$ cat src/rtl/instr_fetch.sv
// Instruction fetch sequencer: REQ -> ISSUE -> REQ/IDLE with memory timeout and overflow HALT.
// Latency: instr one cycle after memReady; backpressure: instrValid and instr hold until instrReady.
module instr_fetch #(
    parameter int TIMEOUT = 15
) (
    input  logic        clk,
    input  logic        reset,
    input  logic        run,
    input  logic [7:0]  pcAddress,
    input  logic [1:0]  flags,
    input  logic        zero,
    output logic        memReq,
    output logic [7:0]  memAddr,
    input  logic        memReady,
    input  logic [15:0] memData,
    output logic [15:0] instr,
    output logic        instrValid,
    input  logic        instrReady,
    output logic        pcStep,
    output logic        sigBranch,
    output logic [7:0]  adding,
    output logic        halted,
    output logic [1:0]  fault
);

    typedef enum logic [1:0] {IDLE, REQ, ISSUE, HALT} state_t;

    localparam logic [3:0] TMO = 4'(TIMEOUT);

    state_t     state, state_nxt;
    logic [3:0] wait_cnt, wait_nxt;
    logic [7:0] addr_q;
    logic [1:0] fault_nxt;
    logic       xfer, take_branch, first_req, mem_timeout;

    // The backward-branch flag is informational only; it never steers the FSM.
    logic unused_flags;
    assign unused_flags = flags[0];

    always_comb begin
        xfer        = (state == ISSUE) && instrReady;
        take_branch = (instr[15:12] == 4'hC) || ((instr[15:12] == 4'hD) && zero);
        // wait_cnt is zero only on the first REQ cycle, which is when the PC is captured.
        first_req   = (state == REQ) && (wait_cnt == 4'd0);
        mem_timeout = (wait_cnt + 4'd1) == TMO;
        wait_nxt    = ((state == REQ) && !memReady) ? wait_cnt + 4'd1 : 4'd0;

        memReq      = (state == REQ);
        memAddr     = first_req ? pcAddress : addr_q;
        instrValid  = (state == ISSUE);
        pcStep      = xfer;
        sigBranch   = xfer && take_branch;
        adding      = sigBranch ? instr[7:0] : 8'h00;
        halted      = (state == HALT);
    end

    always_comb begin
        state_nxt = state;
        fault_nxt = fault;
        case (state)
            IDLE: begin
                if (run) state_nxt = REQ;
            end
            REQ: begin
                if (memReady) begin
                    state_nxt = ISSUE;
                end else if (mem_timeout) begin
                    state_nxt = HALT;
                    fault_nxt = 2'b10;
                end
            end
            ISSUE: begin
                if (xfer) begin
                    if (flags[1]) begin
                        state_nxt = HALT;
                        fault_nxt = 2'b01;
                    end else if (run) begin
                        state_nxt = REQ;
                    end else begin
                        state_nxt = IDLE;
                    end
                end
            end
            HALT:    state_nxt = HALT;
            default: state_nxt = IDLE;
        endcase
    end

    always_ff @(posedge clk or negedge reset) begin
        if (!reset) begin
            state    <= IDLE;
            wait_cnt <= 4'd0;
            addr_q   <= 8'h00;
            instr    <= 16'h0000;
            fault    <= 2'b00;
        end else begin
            state    <= state_nxt;
            wait_cnt <= wait_nxt;
            fault    <= fault_nxt;
            if (first_req)
                addr_q <= pcAddress;
            if ((state == REQ) && memReady)
                instr <= memData;
        end
    end

endmodule
$ cat config.mk
export PLATFORM = sky130hd
export DESIGN_NAME = instr_fetch
export DESIGN_NICKNAME = d
export VERILOG_FILES = /design/src/rtl/instr_fetch.sv
export SDC_FILE = /design/constraint.sdc
export NUM_CORES = 1
export LEC_CHECK = 0
export CAP_MARGIN = 20
export CORE_ASPECT_RATIO = 1.5
export CORE_UTILIZATION = 36
export DETAILED_ROUTE_END_ITERATION = 8
export GPL_TIMING_DRIVEN = 1
export PLACE_DENSITY = 0.81
export SLEW_MARGIN = 30
export SYNTH_ARGS = -nofsm -noshare
export SYNTH_HDL_FRONTEND = slang
export SYNTH_SLANG_ARGS = --single-unit
$ cat constraint.sdc
create_clock -name clk -period 1.74 [get_ports clk]
set_input_delay 0.522 -clock clk [delete_from_list [all_inputs] [get_ports clk]]
set_output_delay 0.522 -clock clk [all_outputs]
set_load 0.05 [all_outputs]
# --- Yosys cells after proc, flatten, opt, wreduce, memory -nomap -nowiden ---
# Index checks and enable logic that the tools add are counted.
totals:
  latchBits: 0
  reg_bits: 32
  rom_bits: 0
  ram_bits: 0
  out_inout_bits: 39
  elab_cells: 46
  input_bits: 32
  n_memories: 0
op_classes:
  div: 0
  shifts: 0
  mul: 0
  n_eq_ne: 12
  magnitude_cmp: 0
  n_reduce_logical: 13
  addsub: 1
  n_bitwise: 0
  mux: 15
op_table:
  columns: ["cell", "n"]
  rows:
  - ["$mux 2", 9]
  - ["$mux 8", 2]
  - ["$eq 4x4->1 const B", 3]
  - ["$pmux 2 s4", 1]
  - ["$logic_and 1x1->1", 6]
  - ["$ne 2x2->1 const B", 3]
  - ["$reduce_and 5->1", 1]
  - ["$add 4x1->4 const B", 1]
  - ["$eq 2x2->1 const B", 2]
  - ["$logic_not 4->1", 1]
  - ["$mux 4", 1]
  - ["$ne 2x1->1 const B", 2]
  - ["$pmux 2 s2", 1]
  - ["$ne 3x1->1 const B", 1]
  - ["$reduce_and 3->1", 1]
  - ["$eq 2x1->1 const B", 1]
  - ["$logic_not 2->1", 1]
  - ["$reduce_bool 2->1", 1]
  - ["$logic_not 1->1", 1]
  - ["$logic_or 1x1->1", 1]
  - ["$mux 1", 1]

# --- Longest topological paths before layout ---
depth:
  ltp_word: 5
  ltp_mapped: 5
  depth_no_buf: 5

# --- Least setup slack after synthesis ---
# OpenSTA, ideal clock, no wires.
synth_timing:
  path_kind: "input-to-output"
  from: "input port instrReady"
  to: "output port adding[0]"
  setup_slack_ns: -0.719
  required_time_ns: 1.218
  n_path_buf: 0
  cell_stages: 4
  arrival_time_ns: 1.937
  path_cell_list: "and3b_2 -> o2111ai_2 -> nor2_4 -> and2_1"
synth_via:
  elab_chain_cells: 3
synth_lines:
  columns: ["item", "line_no", "source"]
  rows:
  - ["from (decl)", "18", "input logic instrReady,"]
  - ["$logic_and 1x1->1", "41", "xfer = (state == ISSUE) && instrReady;"]
  - ["$logic_and 1x1->1", "52", "sigBranch = xfer && take_branch;"]
  - ["via sigBranch", "20", "output logic sigBranch,"]
  - ["$mux 8", "53", "adding = sigBranch ? instr[7:0] : 8'h00;"]
  - ["to (decl)", "21", "output logic [7:0] adding,"]
# The timed path passes the listed nets, and every way through them passes these cells.

# --- Worst setup path after layout ---
layout_timing:
  from: "register state[0]"
  to: "output port memAddr[0]"
layout_via:
  elab_chain_cells: 3
layout_lines:
  columns: ["item", "line_no", "source"]
  rows:
  - ["from (decl)", "30", "state_t state, state_nxt;"]
  - ["from (signal assigned)", "97", "state <= state_nxt;"]
  - ["$eq 2x1->1", "44", "first_req = (state == REQ) && (wait_cnt == 4'd0);"]
  - ["$logic_and 1x1->1", "44", null]
  - ["$mux 8", null, null]
  - ["to (decl)", "13", "output logic [7:0] memAddr,"]
# Every way passes these cells.

==> reports/metrics.yaml <==
floorplan:
  io_pins: 71
  initial_core_util: 0.375
  die_h_um: 80.7
  rows: 28
  dieArea_um2: 4400
  core_area_um2: 3960
  die_w_um: 54.5
logic_synthesis:
  synth_top_area_frac: 0.539
  synth_top_area_cell: "dfrtp_1"
  syn_nets: 145
  async_reset_ff_frac: 1.00
  ys_seq_elements: 32
  yosys_warnings: 0
  syn-cell-area_um2: 1490
  ys_types: 29
  ys.flop_type: "dfrtp_1"
  netlist_top_cells_area: "dfrtp_1 54%, mux2_4 10%, mux2_2 9.8%"
  synth_area_per_cell_um2: 13.5
  synth_edf_count: 0
  synthCells: 110
  yosysSeqAreaShare: 0.539
setup_path:
  reg2reg_setup_slack_ps: 110
  r2r_end: "fault[0]$_DFFE_PN0P_"
  worstPathArrival_ps: 1770
  reg2reg_depth: 8
  crit_slowest_cell: "dfrtp_1"
  cp_max_fo: 8
  r2r-start: "wait_cnt[0]$_DFF_PN0_"
  path_cells: "nor2b_4 -> and3_4 -> buf_12 -> mux2_4 -> buf_8"
  crit_required_ps: 1220
  start_kind: "flop"
  end_kind: "primary output"
  max_stage_delay_ps: 450
  worstSetupPathType: "reg -> out"
cts:
  clockBufferDepth: 2
  ctsHoldBuffers: 0
  path_clk_slew_ps: 70
  cts_tree: "yes"
  cts_root_buffer: "clkbuf_8"
  cts-buffers-inserted: 5
  worstSkewPairLatency_ps: 290
  cts_num_sinks: 32
  h-tree-depth: 2
route:
  drt_iter0_drc: 24
  drc: 0
  wl_per_cell_um: 18.4
  via_per_inst: 5.05
  wirelength_mm: 4.70
  ant_nets: 0
  vias: 1294
  firstDrtPassIters: 4
power_and_ir_drop:
  power_switching_w: 0.00270
  power_per_cell_area_nw_per_um2: 2060
  p_comb_frac: 0.674
  power_w: 0.00623
  p_sw_frac: 0.434
  p_int_w: 0.00353
  clkPwrFrac: 0.094
  seq_power_share: 0.232
  vdd_drop_max_mv: 1.77
  p_leak_nw: 1.36
run_status:
  status: "finished with violations"
  violations: "negative setup slack"
place:
  gp_congestion: 0.803
  post_dp_cell_area_um2: 2720
  dpl.cell_count: 239
  port-buffer-count: 69
  dp_hpwl_mm: 3.09
timing:
  drv_slew: 0
  slew-limit-headroom: 0.765
  fin_crit_sh: 1.32
  hold-worst-slack_ps: 506
  timing.final.hold_violations: 0
  rsz0062_at_grt: "yes"
  clock.fmax_ghz: 0.436
  setup_tns_ps: -9360
  timing.final.crit_period_ps: 2300
  fin_ws_ps: -555
  fin_skew_ps: 5.93
  finalSetupViolations: 21
  worst_pin_slew_ps: 352
cells_and_area:
  mostFrequentLayoutCells: "33 x buf_12, 31 x dfrtp_1, 28 x clkdlybuf4s50_1"
  final_area_um2: 3020
  layout.nets: 245
  mostFrequentLayoutCell: "buf_12"
  final_layout_size_suffix_gt1_frac: 0.578
  antenna-diode-count: 0
  area_growth_pct: 103
  stdcell_count: 256
worst_hold_path:
  min_path_cells: 1
  min_to: "addr_q[5]$_DFF_PN0_"
  hold_start: "addr_q[5]$_DFF_PN0_"
  hold_path_class: "reg -> reg"
global_route:
  grt_pass1_wl_mm: 7.22
  antenna_found_initial: 0
  grt-ovfl-total: 0
  track_usage: 0.240
  grt_pass1_vias: 1438
  grt_max_degree: 33
job:
  maxCapViolations: 0
-- critical path: cells and delay by family (launching register included) --
family        cells  cell delay (ps)
mux               1              320
buf+inv           2              280
simple gates      2              440
flops             1              450
-- metrics by stage --
step,utilization,worst slack [ps]
floorplan,-,-539
global placement,0.686,-688
global route,0.763,-552
detailed placement,0.686,-726
CTS,0.755,-448
finish,0.763,-555
-- registers in the layout, indices dropped and copies added (netlist names) --
| name | flops |
|---|---|
| state | 2 |
| addr_q | 8 |
| instr | 16 |
| wait_cnt | 4 |
| fault | 2 |
-- what timing repair did --
| item | CTS | global route |
|---|---|---|
| setup endpoints to repair | 21 | 24 |
| pin swaps | 10 | 8 |
| endpoints found under the hold margin | 0 | 0 |
| cloned | 1 | 0 |
| setup buffers | 14 | 4 |
| resized for setup | 31 | 8 |
-- Yosys cell counts (all sizes together), types with 2 or more instances --
| master | instances |
|---|---|
| and2b | 2 |
| a21oi | 4 |
| nand2b | 3 |
| mux2 | 24 |
| nor2 | 7 |
| buf | 2 |
| and2 | 11 |
| dfrtp | 32 |
| ha | 3 |
| nand2 | 2 |
| inv | 5 |
| a32oi | 2 |
-- power groups by stage --
stage | Combinational (W) | Sequential, W | Clock [W]
5_1_grt | 0.00435 | 0.00148 | 0.000627
4_1_cts | 0.00414 | 0.00143 | 0.000604
6_report | 0.00420 | 0.00144 | 0.000587
2_1_floorplan | 0.00142 | 0.00205 | 0
3_3_place_gp | 0.00379 | 0.00139 | 0
3_5_place_dp | 0.00385 | 0.00142 | 0
-- metal layers --
layer / vias to the layer above / global-route usage / wire length, um / share of wire
met5: - / 0 / 0 / 0
met4: 0 / 0.110 / 156 / 0.033
met3: 17 / 0.0473 / 179 / 0.038
met2: 56 / 0.444 / 2770 / 0.59
met1: 643 / 0.243 / 1590 / 0.34
li1: 578 / - / - / -
-- area by class of cell --
cell class | count | area (um2)
clock inverters | 2 | 10.0
inverters | 5 | 18.8
fillers | 235 | 938
clock buffers | 6 | 82.6
flip-flops and latches | 32 | 802
multi-input cells | 72 | 800
well taps | 45 | 56.3
repair buffers | 94 | 1250
-- kinds of logic (layout without fill, tap and decap cells) --
kind of cell,Yosys count,after routing,share of synthesized area
multiplexers,24,24,0.207
XOR/XNOR,1,1,0.00589
buffers and inverters,7,107,0.0278
AND/OR/NAND/NOR,32,33,0.140
adder cells (fa/ha/maj),3,3,0.0253
AO/OA/AOI/OAI,11,11,0.0556
flip-flops,32,32,0.539
-- how the worst max path moves through the flow --
stage                     startpoint          to  slack (ps)  cells after the start
6_report        state[0]$_DFFE_PN0P_  memAddr[0]        -560                      5
5_1_grt         state[0]$_DFFE_PN0P_  memAddr[0]        -550                      5
4_1_cts        wait_cnt[0]$_DFF_PN0_  memAddr[0]        -450                      6
3_5_place_dp              instrReady   adding[4]        -730                      6
3_3_place_gp              instrReady   adding[5]        -690                      6
2_1_floorplan   state[0]$_DFFE_PN0P_   adding[0]        -540                      4
Note: power is estimated with default switching activity, not from simulation.
